<file path="src/rtl/hidden_prog_feeder_if.sv">
// Program-load handshake between host logic and the HiddenCPU program feeder.
// master = host side driving words, slave = feeder accepting them.
interface hidden_prog_feeder_if;
    logic       load_start;
    logic       load_valid;
    logic [5:0] load_data;
    logic       load_ready;

    modport master (
        output load_start,
        output load_valid,
        output load_data,
        input  load_ready
    );

    modport slave (
        input  load_start,
        input  load_valid,
        input  load_data,
        output load_ready
    );
endinterface

</file>
<file path="src/rtl/hidden_prog_feeder.sv">
// HiddenCPU pin driver: stores a small program and clocks the CPU, fetching by the pc it reports.
// Optional macro HIDDEN_FEEDER_SINGLE_STEP_EN adds step_req_i to gate each CPU step.
//   state  | meaning
//   IDLE   | after reset; loads accepted, CPU held in reset
//   RST    | RST_CYC clock pulses with cpu_rst=1
//   LOW    | cpu_clk low, instr tracks mem[pc]; pc >= prog_len halts on entry
//   HIGH   | cpu_clk high, instr frozen; step counted at end
//   DONE   | run finished; CPU state preserved, loads/runs accepted
module hidden_prog_feeder #(
    parameter int DEPTH    = 16,
    parameter int HALF_CYC = 2,
    parameter int RST_CYC  = 2
) (
    input  logic                 clk_i,
    input  logic                 rst_i,
    hidden_prog_feeder_if.slave  load,
    input  logic                 run_start_i,
    input  logic [7:0]           max_steps_i,
`ifdef HIDDEN_FEEDER_SINGLE_STEP_EN
    input  logic                 step_req_i,
`endif
    input  logic [7:0]           cpu_io_out_i,
    output logic [7:0]           cpu_io_in_o,
    output logic                 busy_o,
    output logic                 done_o,
    output logic                 halt_pc_o,
    output logic [7:0]           steps_o
);
    localparam int AW  = $clog2(DEPTH);
    localparam int WPW = AW + 1;
    localparam int PW  = $clog2(HALF_CYC) + 1;
    localparam int RCW = $clog2(RST_CYC) + 1;
    localparam logic [PW-1:0]  PH_LAST = PW'(HALF_CYC - 1);
    localparam logic [RCW-1:0] RC_LAST = RCW'(RST_CYC - 1);
    localparam logic [WPW-1:0] WP_FULL = WPW'(DEPTH);

    typedef enum logic [2:0] {S_IDLE, S_RST, S_LOW, S_HIGH, S_DONE} state_e;

    state_e         state_q;
    logic [PW-1:0]  phase_q;
    logic [RCW-1:0] rst_cnt_q;
    logic           rst_hi_q;
    logic           low_first_q;
    logic [WPW-1:0] wp_q;
    logic [WPW-1:0] prog_len_q;
    logic [7:0]     max_steps_q;
    logic [7:0]     steps_q;
    logic           halt_pc_q;
    logic           cpu_clk_q;
    logic           cpu_rst_q;
    logic [5:0]     instr_q;
    logic [5:0]     mem_q [DEPTH];

    logic           idle_like;
    logic           load_rdy;
    logic           wr_en;
    logic [5:0]     fetch;
    logic           pc_oob;
    logic           step_ok;
    logic [8:0]     steps_inc;

    assign idle_like = (state_q == S_IDLE) || (state_q == S_DONE);
    assign load_rdy  = idle_like && (wp_q < WP_FULL);
    assign wr_en     = load_rdy && load.load_valid && !load.load_start;
    assign fetch     = mem_q[cpu_io_out_i[AW-1:0]];
    assign pc_oob    = {1'b0, cpu_io_out_i} >= 9'(prog_len_q);
    assign steps_inc = {1'b0, steps_q} + 9'd1;

`ifdef HIDDEN_FEEDER_SINGLE_STEP_EN
    logic step_seen_q;
    assign step_ok = step_seen_q || step_req_i;
`else
    assign step_ok = 1'b1;
`endif

    // Program memory is deliberately not reset.
    always_ff @(posedge clk_i) begin
        if (wr_en) mem_q[wp_q[AW-1:0]] <= load.load_data;
    end

    always_ff @(posedge clk_i) begin
        if (rst_i) begin
            state_q     <= S_IDLE;
            phase_q     <= '0;
            rst_cnt_q   <= '0;
            rst_hi_q    <= 1'b0;
            low_first_q <= 1'b0;
            wp_q        <= '0;
            prog_len_q  <= '0;
            max_steps_q <= '0;
            steps_q     <= '0;
            halt_pc_q   <= 1'b0;
            cpu_clk_q   <= 1'b0;
            cpu_rst_q   <= 1'b1;
            instr_q     <= '0;
`ifdef HIDDEN_FEEDER_SINGLE_STEP_EN
            step_seen_q <= 1'b0;
`endif
        end else begin
            case (state_q)
                S_IDLE, S_DONE: begin
                    if (load.load_start) begin
                        wp_q       <= '0;
                        prog_len_q <= '0;
                    end else if (wr_en) begin
                        wp_q       <= wp_q + 1'b1;
                        prog_len_q <= wp_q + 1'b1;
                    end
                    if (run_start_i && (prog_len_q != '0)) begin
                        state_q     <= S_RST;
                        cpu_rst_q   <= 1'b1;
                        cpu_clk_q   <= 1'b0;
                        instr_q     <= '0;
                        phase_q     <= '0;
                        rst_cnt_q   <= '0;
                        rst_hi_q    <= 1'b0;
                        steps_q     <= '0;
                        halt_pc_q   <= 1'b0;
                        max_steps_q <= max_steps_i;
`ifdef HIDDEN_FEEDER_SINGLE_STEP_EN
                        step_seen_q <= 1'b0;
`endif
                    end
                end
                S_RST: begin
                    if (phase_q == PH_LAST) begin
                        phase_q <= '0;
                        if (!rst_hi_q) begin
                            rst_hi_q  <= 1'b1;
                            cpu_clk_q <= 1'b1;
                        end else begin
                            rst_hi_q  <= 1'b0;
                            cpu_clk_q <= 1'b0;
                            if (rst_cnt_q == RC_LAST) begin
                                state_q     <= S_LOW;
                                cpu_rst_q   <= 1'b0;
                                low_first_q <= 1'b1;
                            end else begin
                                rst_cnt_q <= rst_cnt_q + 1'b1;
                            end
                        end
                    end else begin
                        phase_q <= phase_q + 1'b1;
                    end
                end
                S_LOW: begin
                    low_first_q <= 1'b0;
                    if (low_first_q && pc_oob) begin
                        state_q   <= S_DONE;
                        halt_pc_q <= 1'b1;
                        instr_q   <= '0;
                        cpu_clk_q <= 1'b0;
                    end else begin
                        // The fetch of the final LOW cycle is what the CPU sees at its rising edge.
                        instr_q <= fetch;
`ifdef HIDDEN_FEEDER_SINGLE_STEP_EN
                        if (step_req_i) step_seen_q <= 1'b1;
`endif
                        if (phase_q == PH_LAST) begin
                            if (step_ok) begin
                                state_q   <= S_HIGH;
                                cpu_clk_q <= 1'b1;
                                phase_q   <= '0;
`ifdef HIDDEN_FEEDER_SINGLE_STEP_EN
                                step_seen_q <= 1'b0;
`endif
                            end
                        end else begin
                            phase_q <= phase_q + 1'b1;
                        end
                    end
                end
                S_HIGH: begin
                    if (phase_q == PH_LAST) begin
                        phase_q   <= '0;
                        cpu_clk_q <= 1'b0;
                        if (steps_q != 8'hFF) steps_q <= steps_q + 1'b1;
                        if ((max_steps_q != 8'd0) && (steps_inc == {1'b0, max_steps_q})) begin
                            state_q   <= S_DONE;
                            halt_pc_q <= 1'b0;
                            instr_q   <= '0;
                        end else begin
                            state_q     <= S_LOW;
                            low_first_q <= 1'b1;
                        end
                    end else begin
                        phase_q <= phase_q + 1'b1;
                    end
                end
                default: state_q <= S_IDLE;
            endcase
        end
    end

    assign load.load_ready = load_rdy;
    assign cpu_io_in_o     = {instr_q, cpu_rst_q, cpu_clk_q};
    assign busy_o          = (state_q == S_RST) || (state_q == S_LOW) || (state_q == S_HIGH);
    assign done_o          = (state_q == S_DONE);
    assign halt_pc_o       = halt_pc_q;
    assign steps_o         = steps_q;
endmodule

</file>
<file path="src/flat_wrapper.sv">
// flat-port wrapper written by rule: the top's interface ports become plain ports
module hidden_prog_feeder_flat 
#(
    parameter int DEPTH    = 16,
    parameter int HALF_CYC = 2,
    parameter int RST_CYC  = 2
)
  (clk_i, rst_i, run_start_i, max_steps_i, cpu_io_out_i, cpu_io_in_o, busy_o, done_o, halt_pc_o, steps_o, load_load_start, load_load_valid, load_load_data, load_load_ready);
  hidden_prog_feeder_if load_i ();
  input  logic clk_i;
  input  logic rst_i;
  input  logic run_start_i;
  input  logic [7:0] max_steps_i;
  input  logic [7:0] cpu_io_out_i;
  output logic [7:0] cpu_io_in_o;
  output logic busy_o;
  output logic done_o;
  output logic halt_pc_o;
  output logic [7:0] steps_o;
  input wire logic [$bits(load_i.load_start)-1:0] load_load_start;
  input wire logic [$bits(load_i.load_valid)-1:0] load_load_valid;
  input wire logic [$bits(load_i.load_data)-1:0] load_load_data;
  output wire logic [$bits(load_i.load_ready)-1:0] load_load_ready;
  assign load_i.load_start = load_load_start;
  assign load_i.load_valid = load_load_valid;
  assign load_i.load_data = load_load_data;
  assign load_load_ready = load_i.load_ready;
  hidden_prog_feeder #(.DEPTH(DEPTH), .HALF_CYC(HALF_CYC), .RST_CYC(RST_CYC)) u_core (.clk_i(clk_i), .rst_i(rst_i), .load(load_i), .run_start_i(run_start_i), .max_steps_i(max_steps_i), .cpu_io_out_i(cpu_io_out_i), .cpu_io_in_o(cpu_io_in_o), .busy_o(busy_o), .done_o(done_o), .halt_pc_o(halt_pc_o), .steps_o(steps_o));
endmodule
</file>
<file path="config.mk">
export PLATFORM = sky130hd
export DESIGN_NAME = hidden_prog_feeder_flat
export DESIGN_NICKNAME = d
export VERILOG_FILES = /design/src/rtl/hidden_prog_feeder_if.sv /design/src/rtl/hidden_prog_feeder.sv /design/src/flat_wrapper.sv
export SDC_FILE = /design/constraint.sdc
export NUM_CORES = 1
export LEC_CHECK = 0
export ABC_AREA = 1
export CAP_MARGIN = 20
export CORE_MARGIN = 5
export CORE_UTILIZATION = 45
export DETAILED_ROUTE_END_ITERATION = 16
export PLACE_DENSITY = 0.6
export SLEW_MARGIN = 20
export SYNTH_ARGS = -nofsm -noshare
export SYNTH_HDL_FRONTEND = slang
export SYNTH_SLANG_ARGS = --single-unit
</file>
<file path="constraint.sdc">
create_clock -name clk_i -period 2.55 [get_ports clk_i]
set_clock_uncertainty 0.1 [all_clocks]
set_input_delay 0.51 -clock clk_i [delete_from_list [all_inputs] [get_ports clk_i]]
set_output_delay 0.51 -clock clk_i [all_outputs]
set_load 0.005 [all_outputs]
</file>
==> flow_metrics.tcl <==
set metrics [dict create \
    run_status "finished clean" \
    vias_per_cell 5.31 \
    cts_resized 0 \
    cp-start-kind "flip-flop" \
    post_synth.cell_area_avg_sq_um 9.45 \
    worst_slack_ns 0.0983 \
    power_frac_comb_pct 29.8 \
    path_class "flip-flop to primary output" \
    max_freq_mhz 408 \
    wl_met3_microns 797 \
    max-slew-margin-rel_pct 55.4 \
    ys.flop_type "edfxtp_1" \
    netlist_area_sq_um 6250 \
    drtPass1Iterations 5 \
    synth_warnings 0 \
    dp_hpwl_microns 10600 \
    root_buffer "clkbuf_16" \
    fin_nets 772 \
    cts_made_buffers 17 \
    r2r_cells 10 \
    dp_cells 895 \
    cap_violations 0 \
    setup_viol 0 \
    netSwitchingPower_uw 2450 \
    clkLatencyLatePin_ns 0.41 \
    p_clk_share_pct 33.1 \
    worst-endpoint-required_ns 1.94 \
    drive_above_1_share_pct 13.3 \
    dieHeight_microns 128 \
    hp-class "flip-flop to flip-flop" \
    syn_inst 661 \
    synth-seq-cells 135 \
    finalCritPeriodShare_pct 96.1 \
    wl_microns 15100 \
    grt_usage_pct 18.9 \
    synth_cell_types 39 \
    pwr-share-seq_pct 37.1 \
    arrival_ns 1.84 \
    met2_length_microns 7030 \
    vias 4921 \
    layoutNonFillerInstCount 927 \
    drtIter0Drc 421 \
    io_pins 47 \
    ant_nets 0 \
    cts.clk_slew.worst_paths_ns 0.06 \
    min_path_cells 2 \
    syn_nets 699 \
    port_buffers 46 \
    synthToLayoutAreaGrowth_pct 23.0 \
    post-cts-setup-buffers 0 \
    core_area_sq_um 13800 \
    period_minus_slack_ns 2.45 \
    fp-row-count 43 \
    antenna_found_initial 0 \
    grt_pass1_vias 4696 \
    tns_ns 0 \
    overflow 0 \
    grt_max_degree 35 \
    slew_violations 0 \
    wl_met1_microns 7050 \
    synth.yosys.seq_area_share_pct 58.6 \
    top_layer "met4" \
    rsz0062_at_grt "no" \
    async_flop_share_pct 0 \
    fillCellCount 1245 \
    tritoncts "built" \
    crit_path_max_fanout 5 \
    hold_buffers 0 \
    place_ws_ns 0.0491 \
    routedWlPerCell_microns 16.3 \
    irDropWorstVdd_v 0.000515 \
    tightest_slew_ns 0.667 \
    htreeDepth 4 \
    drc 0 \
    total_power_uw 7520 \
    gp_congestion 0.915 \
    clockBufferDepth 2 \
    synth-edff-count 96 \
    dieWidth_microns 128 \
    p_int_uw 5070 \
    initial_core_util_pct 45.4 \
    diodes 0 \
    leakagePower_uw 0.00293 \
    pwr_density_cell_nw_per_um2 979 \
    grt_pass1_wl_microns 24000 \
    finalHoldViolCount 0 \
    numClockSinks 135 \
    swShare_pct 32.5 \
    die_area_sq_um 16300 \
    critPathCaptureType "primary output" \
]
==> cells in the final DEF (no fill, tap or decap), types with 3 or more instances in the layout <==
| cell type | count |
|---|---|
| nand2_1 | 166 |
| edfxtp_1 | 96 |
| nand3_1 | 65 |
| nor2_1 | 61 |
| a21oi_1 | 58 |
| clkdlybuf4s50_1 | 46 |
| inv_1 | 43 |
| dfxtp_1 | 39 |
| buf_4 | 32 |
| clkbuf_16 | 17 |
| o21ai_0 | 15 |
| ha_1 | 11 |
| nand4_1 | 8 |
| nor3_1 | 8 |
| inv_2 | 7 |
| nand3_2 | 7 |
| nand2_2 | 6 |
| a22oi_1 | 6 |
| nor2_2 | 5 |
| a31oi_1 | 5 |
| a211oi_1 | 4 |
| a22o_1 | 4 |
| clkbuf_1 | 4 |
| nor2_4 | 3 |
| bufinv_16 | 3 |
| clkbuf_8 | 3 |
| buf_12 | 3 |
==> routing by layer <==
metal / GRT usage [%] / vias to the layer above
li1: - / 2410
met1: 26.3 / 2341
met2: 29.1 / 144
met3: 4.46 / 26
met4: 6.37 / 0
met5: 0 / -
==> metrics by stage <==
stage          hold WS (ns)  util [%]  instance area, sq um
6_report              0.364      55.8                  7680
4_1_cts               0.368      55.8                  7680
3_5_place_dp          0.357      51.4                  7080
3_3_place_gp          0.345      51.4                  7080
2_1_floorplan         0.333         -                  6250
5_1_grt               0.394      55.8                  7680
==> power by group through the flow <==
stage	Sequential [uW]	Combinational, uW	Clock [uW]
floorplan	2790	1570	0
global placement	2820	2170	0
detailed placement	2830	2220	0
CTS	2790	2240	2510
global route	2820	2520	2620
finish	2790	2240	2490
==> sequential cells by signal (all words and copies together), names as in the netlist, 2 cells and up <==
register,count
u_core.wp_q,5
u_core.rst_cnt_q,2
u_core.state_q,3
u_core.phase_q,2
u_core.mem_q,96
u_core.instr_q,6
u_core.steps_o,8
u_core.max_steps_q,8
==> final timing paths <==
path                                                  startpoint                                 end  slack [ns]
worst max-delay path              u_core.state_q[0]$_SDFFE_PP0P_                              busy_o         0.1
worst min-delay path            u_core.rst_cnt_q[1]$_SDFFE_PP0P_    u_core.rst_cnt_q[1]$_SDFFE_PP0P_        0.36
worst max register to register       u_core.wp_q[0]$_SDFFE_PP0P_  u_core.max_steps_q[3]$_SDFFE_PP0P_        0.33
worst min register to register  u_core.rst_cnt_q[1]$_SDFFE_PP0P_    u_core.rst_cnt_q[1]$_SDFFE_PP0P_        0.36
==> synth_stat cells (all sizes together), types with 8 or more instances <==
cell type  instances  area share [%]
a21oi             60             5.0
buf               14             1.3
clkbuf            13             1.1
dfxtp             39              12
edfxtp            96              46
ha                11             2.2
inv               50             3.0
nand2            174              11
nand3             72             6.3
nand4              8            0.80
nor2              69             4.7
nor3               9            0.80
o21ai             17             1.4
==> critical path, cell delays in order, from the launching register on <==
cell	delay, ns
dfxtp_1	0.45
nor2_4	0.07
buf_4	0.16
nor2_1	0.19
clkdlybuf4s50_1	0.55
==> logic make-up after synthesis <==
group / share of synthesized area, %
compound gates: 9.61
xor+xnor: 0.140
fa+ha+maj: 2.20
buf+inv: 5.53
flops: 58.6
simple gates: 23.9
==> cell type report <==
| cell class | instances | area [sq um] | area share, % |
|---|---|---|---|
| Sequential cell | 135 | 3660 | 47.7 |
| Clock inverter | 8 | 121 | 1.58 |
| Multi-Input combinational cell | 448 | 2240 | 29.1 |
| Clock buffer | 24 | 482 | 6.27 |
| Tap cell | 180 | 225 | 2.93 |
| Inverter | 51 | 193 | 2.51 |
| Timing Repair Buffer | 81 | 761 | 9.90 |
No activity file was read; power rests on OpenSTA's default activity.
